[config.mk]
export PLATFORM = sky130hd
export DESIGN_NAME = pong_game_ctrl
export DESIGN_NICKNAME = d
export VERILOG_FILES = /design/src/rtl/pong_game_ctrl.sv
export SDC_FILE = /design/constraint.sdc
export NUM_CORES = 1
export LEC_CHECK = 0
export ABC_AREA = 1
export BUFFER_PORTS_ARGS = -buffer_cell sky130_fd_sc_hd__buf_2
export CORE_ASPECT_RATIO = 1.4
export CORE_UTILIZATION = 57
export CTS_CLUSTER_DIAMETER = 60
export DETAILED_ROUTE_END_ITERATION = 7
export GPL_TIMING_DRIVEN = 0
export PLACE_DENSITY = 0.83
export SYNTH_ARGS = -nofsm -noshare
export SYNTH_HDL_FRONTEND = slang
export SYNTH_SLANG_ARGS = --single-unit
export TNS_END_PERCENT = 20
[constraint.sdc]
create_clock -name clk -period 2 [get_ports clk]
set_input_delay 0.2 -clock clk [delete_from_list [all_inputs] [get_ports clk]]
set_output_delay 0.2 -clock clk [all_outputs]
set_load 0.02 [all_outputs]
[src/rtl/pong_game_ctrl.sv]
// pong_game_ctrl: match sequencer for the two-player pong datapath.
// Walks title -> serve -> rally -> point -> game over, keeps both scores,
// and drives the ball hold/recentre/run controls and the score overlay.
// Optional build macro PONG_PAUSE_EN: a start edge during a rally pauses
// the game and a second start edge resumes it.
module pong_game_ctrl #(
  parameter int WIN_SCORE    = 7,   // 1..15
  parameter int SERVE_FRAMES = 60,  // 1..255
  parameter int POINT_FRAMES = 90   // 1..255
) (
  input  logic       clk,
  input  logic       reset,
  input  logic       frame_tick,
  input  logic       start_btn,
  input  logic       miss_left,
  input  logic       miss_right,
  output logic [2:0] game_state,
  output logic       ball_reset,
  output logic       ball_run,
  output logic       serve_dir,
  output logic       show_title,
  output logic [3:0] score1,
  output logic [3:0] score2,
  output logic [1:0] winner
);

  typedef enum logic [2:0] {
    IDLE  = 3'd0,
    SERVE = 3'd1,
    PLAY  = 3'd2,
    POINT = 3'd3,
    OVER  = 3'd4,
    PAUSE = 3'd5
  } state_t;

  localparam logic [3:0] WinScore   = 4'(WIN_SCORE);
  localparam logic [7:0] ServeLimit = 8'(SERVE_FRAMES);
  localparam logic [7:0] PointLimit = 8'(POINT_FRAMES);

  state_t     state;
  logic [7:0] frameCnt;
  logic [7:0] frameNext;
  logic       startD;
  logic       startArm;
  logic       startPe;
  logic       anyMiss;

  // startArm stays low for the first cycle after reset so a button that is
  // already held when reset releases is seen as a level, not a new press.
  assign startPe   = start_btn & ~startD & startArm;
  assign frameNext = frameCnt + 8'd1;
  assign anyMiss   = miss_left | miss_right;
  assign game_state = state;

  // Start button edge detector: history register updated every cycle.
  always_ff @(posedge clk or posedge reset) begin
    if (reset) begin
      startD   <= 1'b0;
      startArm <= 1'b0;
    end else begin
      startD   <= start_btn;
      startArm <= 1'b1;
    end
  end

  // Game flow FSM; every output is a flop updated alongside the state.
  always_ff @(posedge clk or posedge reset) begin
    if (reset) begin
      state      <= IDLE;
      frameCnt   <= 8'd0;
      ball_reset <= 1'b0;
      ball_run   <= 1'b0;
      serve_dir  <= 1'b0;
      show_title <= 1'b1;
      score1     <= 4'd0;
      score2     <= 4'd0;
      winner     <= 2'b00;
    end else begin
      // ball_reset is a single-cycle pulse on SERVE entry only
      ball_reset <= 1'b0;
      case (state)
        IDLE: begin
          if (startPe) begin
            score1     <= 4'd0;
            score2     <= 4'd0;
            winner     <= 2'b00;
            serve_dir  <= 1'b0;
            show_title <= 1'b0;
            ball_reset <= 1'b1;
            frameCnt   <= 8'd0;
            state      <= SERVE;
          end
        end

        SERVE: begin
          if (frame_tick) begin
            if (frameNext == ServeLimit) begin
              frameCnt <= 8'd0;
              ball_run <= 1'b1;
              state    <= PLAY;
            end else begin
              frameCnt <= frameNext;
            end
          end
        end

        PLAY: begin
          if (anyMiss) begin
            // a simultaneous double miss is a let: no score, direction kept
            if (miss_left && !miss_right) begin
              if (score1 < WinScore) score1 <= score1 + 4'd1;
              serve_dir <= 1'b1;
            end else if (miss_right && !miss_left) begin
              if (score2 < WinScore) score2 <= score2 + 4'd1;
              serve_dir <= 1'b0;
            end
            ball_run <= 1'b0;
            frameCnt <= 8'd0;
            state    <= POINT;
          end
`ifdef PONG_PAUSE_EN
          else if (startPe) begin
            ball_run <= 1'b0;
            frameCnt <= 8'd0;
            state    <= PAUSE;
          end
`endif
        end

        POINT: begin
          if (frame_tick) begin
            if (frameNext == PointLimit) begin
              frameCnt <= 8'd0;
              if (score1 == WinScore) begin
                winner <= 2'b01;
                state  <= OVER;
              end else if (score2 == WinScore) begin
                winner <= 2'b10;
                state  <= OVER;
              end else begin
                ball_reset <= 1'b1;
                state      <= SERVE;
              end
            end else begin
              frameCnt <= frameNext;
            end
          end
        end

        OVER: begin
          // scores and winner stay visible on the title screen
          if (startPe) begin
            show_title <= 1'b1;
            frameCnt   <= 8'd0;
            state      <= IDLE;
          end
        end

`ifdef PONG_PAUSE_EN
        PAUSE: begin
          if (startPe) begin
            ball_run <= 1'b1;
            frameCnt <= 8'd0;
            state    <= PLAY;
          end
        end
`endif

        default: begin
          // unused encodings fall back to the title screen
          ball_run   <= 1'b0;
          show_title <= 1'b1;
          frameCnt   <= 8'd0;
          state      <= IDLE;
        end
      endcase
    end
  end

endmodule

==> metrics.md <==
| Metric | Value |
|---|---|
| Die Wd | 48.62 um |
| Tcrit/Tclk final | 87.57% |
| P_sw | 1.189 mW |
| Post-synthesis cell area | 1734 um2 |
| Power per cell area | 1251 nW/um2 |
| GRT Overall Usage | 23.40% |
| I/O pins | 23 |
| Hold Crit Class | in2reg |
| Critical path buffers and inverters | 1 |
| Synth Area in Compound Gates | 8.009% |
| Critical Path Fanout Max | 6 |
| Syn Inst Count | 218 |
| Max Cap Violations | 0 |
| Post-synthesis mux area share | 0% |
| Status | finished clean |
| Maximum VDD drop | 1050 uV |
| Die Ht | 67.26 um |
| Vias in the first global route | 1376 |
| Max Clk Rate | 571.0 MHz |
| Final Hold Viols | 0 |
| Fill cells | 260 |
| Rel. slew slack | 32.74% |
| Clk_lat worst skew | 0.28 ns |
| Syn Area/Cell | 7.955 um2 |
| Crit path from | frameCnt[0]$_DFFE_PP0P_ |
| Vias | 1482 |
| Worst setup EP type | flop |
| Worst EP required | 2.17 ns |
| Num CTS Buffers | 3 |
| Yosys top cell by area | dfrtp_1 |
| Share of total power in the clock network | 12.7% |
| Initial DRC count | 44 |
| TritonCTS clock tree | done |
| Slew @ Worst Pin | 1.008 ns |
| WL/cell | 12.07 um |
| Combinational family with the most area after synthesis | simple AND/OR/NAND/NOR gates |
| Share of cells above drive strength 1 | 27.05% |
| Initial DRT Pass Iterations | 4 |
| Routability cong. | 0.8161 |
| Setup violations, final | 0 |
| Flop-to-flop setup slack | 0.25 ns |
| CP top delay family | simple AND/OR/NAND/NOR gates |
| Grt ovf | 0 |
| Top post-synthesis cells by count | 55 x nand2_1, 26 x dfrtp_1, 20 x inv_1, 17 x nor2_1, 16 x nand3_1 |
| Most used cell, CP | nand2_1 |
| # nets final | 259 |
| Period minus WS final | 1.751 ns |
| Startpoint Class | flop |
| Antenna cells | 0 |
| Sw Ratio | 49.02% |
| R2R Path End | frameCnt[5]$_DFFE_PP0P_ |
| Lkg Pwr | 0.9794 nW |
| Crit-path cells | ha_1 -> nand2_1 -> inv_2 -> nand3_2 -> nand2_1 -> nand2_1 -> nor2_2 -> nand2_2 -> nand2_4 -> nand2_4 -> nand3_1 -> nand2_1 |
| Reg power frac | 33.6% |
| I/O Buffers | 22 |
| Worst path arrival time | 1.92 ns |
| Ys async rst share | 100.0% |
| Slowest cell delay on critical path | 0.45 ns |
| Antenna viol nets, final | 0 |
| DP HPWL | 2610 um |
| Worst path slowest cell | dfrtp_1 |
| Setup TNS Final | 0 ns |
| Most used DFF post-synth | dfrtp_1 |
| Htree depth | 1 |
| Cts hold-fix bufs | 0 |
| Sequential share of the synthesized area | 39.03% |
| Antenna violations before repair | 0 |
| Internal | 1.237 mW |
| Count leader, synth | nand2_1 |
| Syn nets | 232 |
| RSZ-0062 raised after global routing | no |
| Largest net degree at the start of global routing | 28 |
| DR DRC count | 0 |
| Longest Clk Path Bufs | 2 |
| Fraction of synthesized cell area in xor and xnor cells | 0% |
| CTS root buf | clkbuf_8 |
| Synth area leaders | dfrtp_1 38%, nand2_1 12%, ha_1 5.8% |
| Synth-to-Final Area Change | 11.83% |
| Comb pwr share | 53.7% |
| Synth top area share | 37.52% |
| Post-synthesis adder-cell area fraction | 5.772% |
| R2R cell count | 12 |
| Worst Setup EP | frameCnt[5]$_DFFE_PP0P_ |
| CTS Sinks | 27 |
| Overall power | 2.426 mW |
| Critical path depth | 12 |
| Final Skew | 0.008105 ns |
| Fin. max-slew vios | 0 |
| Clock transition at path regs | 0.09 ns |
| Simple-Gate Fraction of Synth Area | 40.12% |
| Routed WL | 3392 um |
| Vias per std cell | 5.274 |
| FF-to-FF Start | frameCnt[0]$_DFFE_PP0P_ |
| Post-synth EDFFs | 0 |
| Type of the worst setup path | reg2reg |
| First-pass GRT wire length | 5844 um |
| Core area | 2878 um2 |
| Core Rows | 23 |
| Synth warn | 0 |
| Post-synth cell types | 32 |
| Initial Util | 60.26% |
| #FFs+latches synth | 27 |
| Die area | 3270 um2 |
power by group through the flow:
| stage | clock network (mW) | registers (mW) | logic (mW) |
|---|---|---|---|
| 2_1_floorplan | 0 | 0.929 | 0.892 |
| 3_3_place_gp | 0 | 0.818 | 1.29 |
| 3_5_place_dp | 0 | 0.822 | 1.30 |
| 4_1_cts | 0.313 | 0.812 | 1.31 |
| 5_1_grt | 0.332 | 0.832 | 1.43 |
| 6_report | 0.309 | 0.814 | 1.30 |
metal layers:
metal	GRT usage [%]	part of all wire, %
met1	25.62	42
met3	2.252	2.0
met5	0	0
met2	45.14	54
met4	11.40	1.9
cell families (layout without fill, tap and decap cells):
group	after synthesis	count (layout)
buf+inv	30	56
fa+ha+maj	8	8
flops	27	27
simple gates	129	129
other cells	1	1
compound gates	23	23
cells in the final DEF (no fill, tap or decap), drive strengths merged, types with 2 or more instances in the layout:
| master | instances |
|---|---|
| clkinv | 2 |
| nor2 | 27 |
| a21oi | 4 |
| dfrtp | 26 |
| inv | 28 |
| nand4 | 10 |
| nand2 | 68 |
| nand3 | 19 |
| ha | 8 |
| o21ai | 12 |
| o31ai | 2 |
| clkbuf | 3 |
| buf | 23 |
| o21a | 2 |
| nor3 | 3 |
repair_timing:
item                       CTS  global route
gates resized for setup      0             1
setup endpoints to repair    0             2
setup buffers                0             0
layout make-up:
class | count | area, um2 | area share [%]
buffer | 1 | 7.507 | 0.3871
clock inverter | 1 | 5.005 | 0.2581
tap | 37 | 46.29 | 2.387
timing repair buffer | 22 | 110.1 | 5.677
clock buffer | 3 | 41.29 | 2.129
inverter | 29 | 111.4 | 5.742
multi-input combinational | 161 | 940.9 | 48.52
sequential | 27 | 676.9 | 34.90
through the flow:
step                      cell area [um2]  cells  hold slack (ns)  worst slack [ns]  utilization, %
final                                1939    281          0.03545            0.2487           67.39
after CTS                            1937    281          0.03969            0.1834           67.30
after global routing                 1939    281          0.03879           0.01306           67.39
after detailed placement             1891    277           0.3273            0.1983           65.70
after global placement               1891    277           0.3261            0.2561           65.70
after floorplan                      1734    218           0.2314            0.4146               -
how the worst min path moves through the flow:
stage | start | end | slack, ns | depth (start not counted)
final | start_btn | startD$_DFF_PP0_ | 0.04 | 1
after global routing | start_btn | startD$_DFF_PP0_ | 0.04 | 1
after CTS | start_btn | startD$_DFF_PP0_ | 0.04 | 1
after detailed placement | start_btn | startD$_DFF_PP0_ | 0.33 | 1
after global placement | start_btn | startD$_DFF_PP0_ | 0.33 | 1
after floorplan | start_btn | startD$_DFF_PP0_ | 0.23 | 0
flip-flops by register name (all words and copies together), names as in the netlist:
name	cells
startD	1
ball_run	1
startArm	1
show_title	1
frameCnt	8
ball_reset	1
serve_dir	1
game_state	3
score2	4
score1	4
winner	2
worst reg2reg max path: stages, from the launching register on:
cell	delay, ns
dfrtp_1	0.45
ha_1	0.25
nand2_1	0.08
inv_2	0.08
nand3_2	0.07
nand2_1	0.06
nand2_1	0.10
nor2_2	0.14
nand2_2	0.09
nand2_4	0.12
nand2_4	0.08
nand3_1	0.07
nand2_1	0.05
No activity file was read; power rests on OpenSTA's default activity.
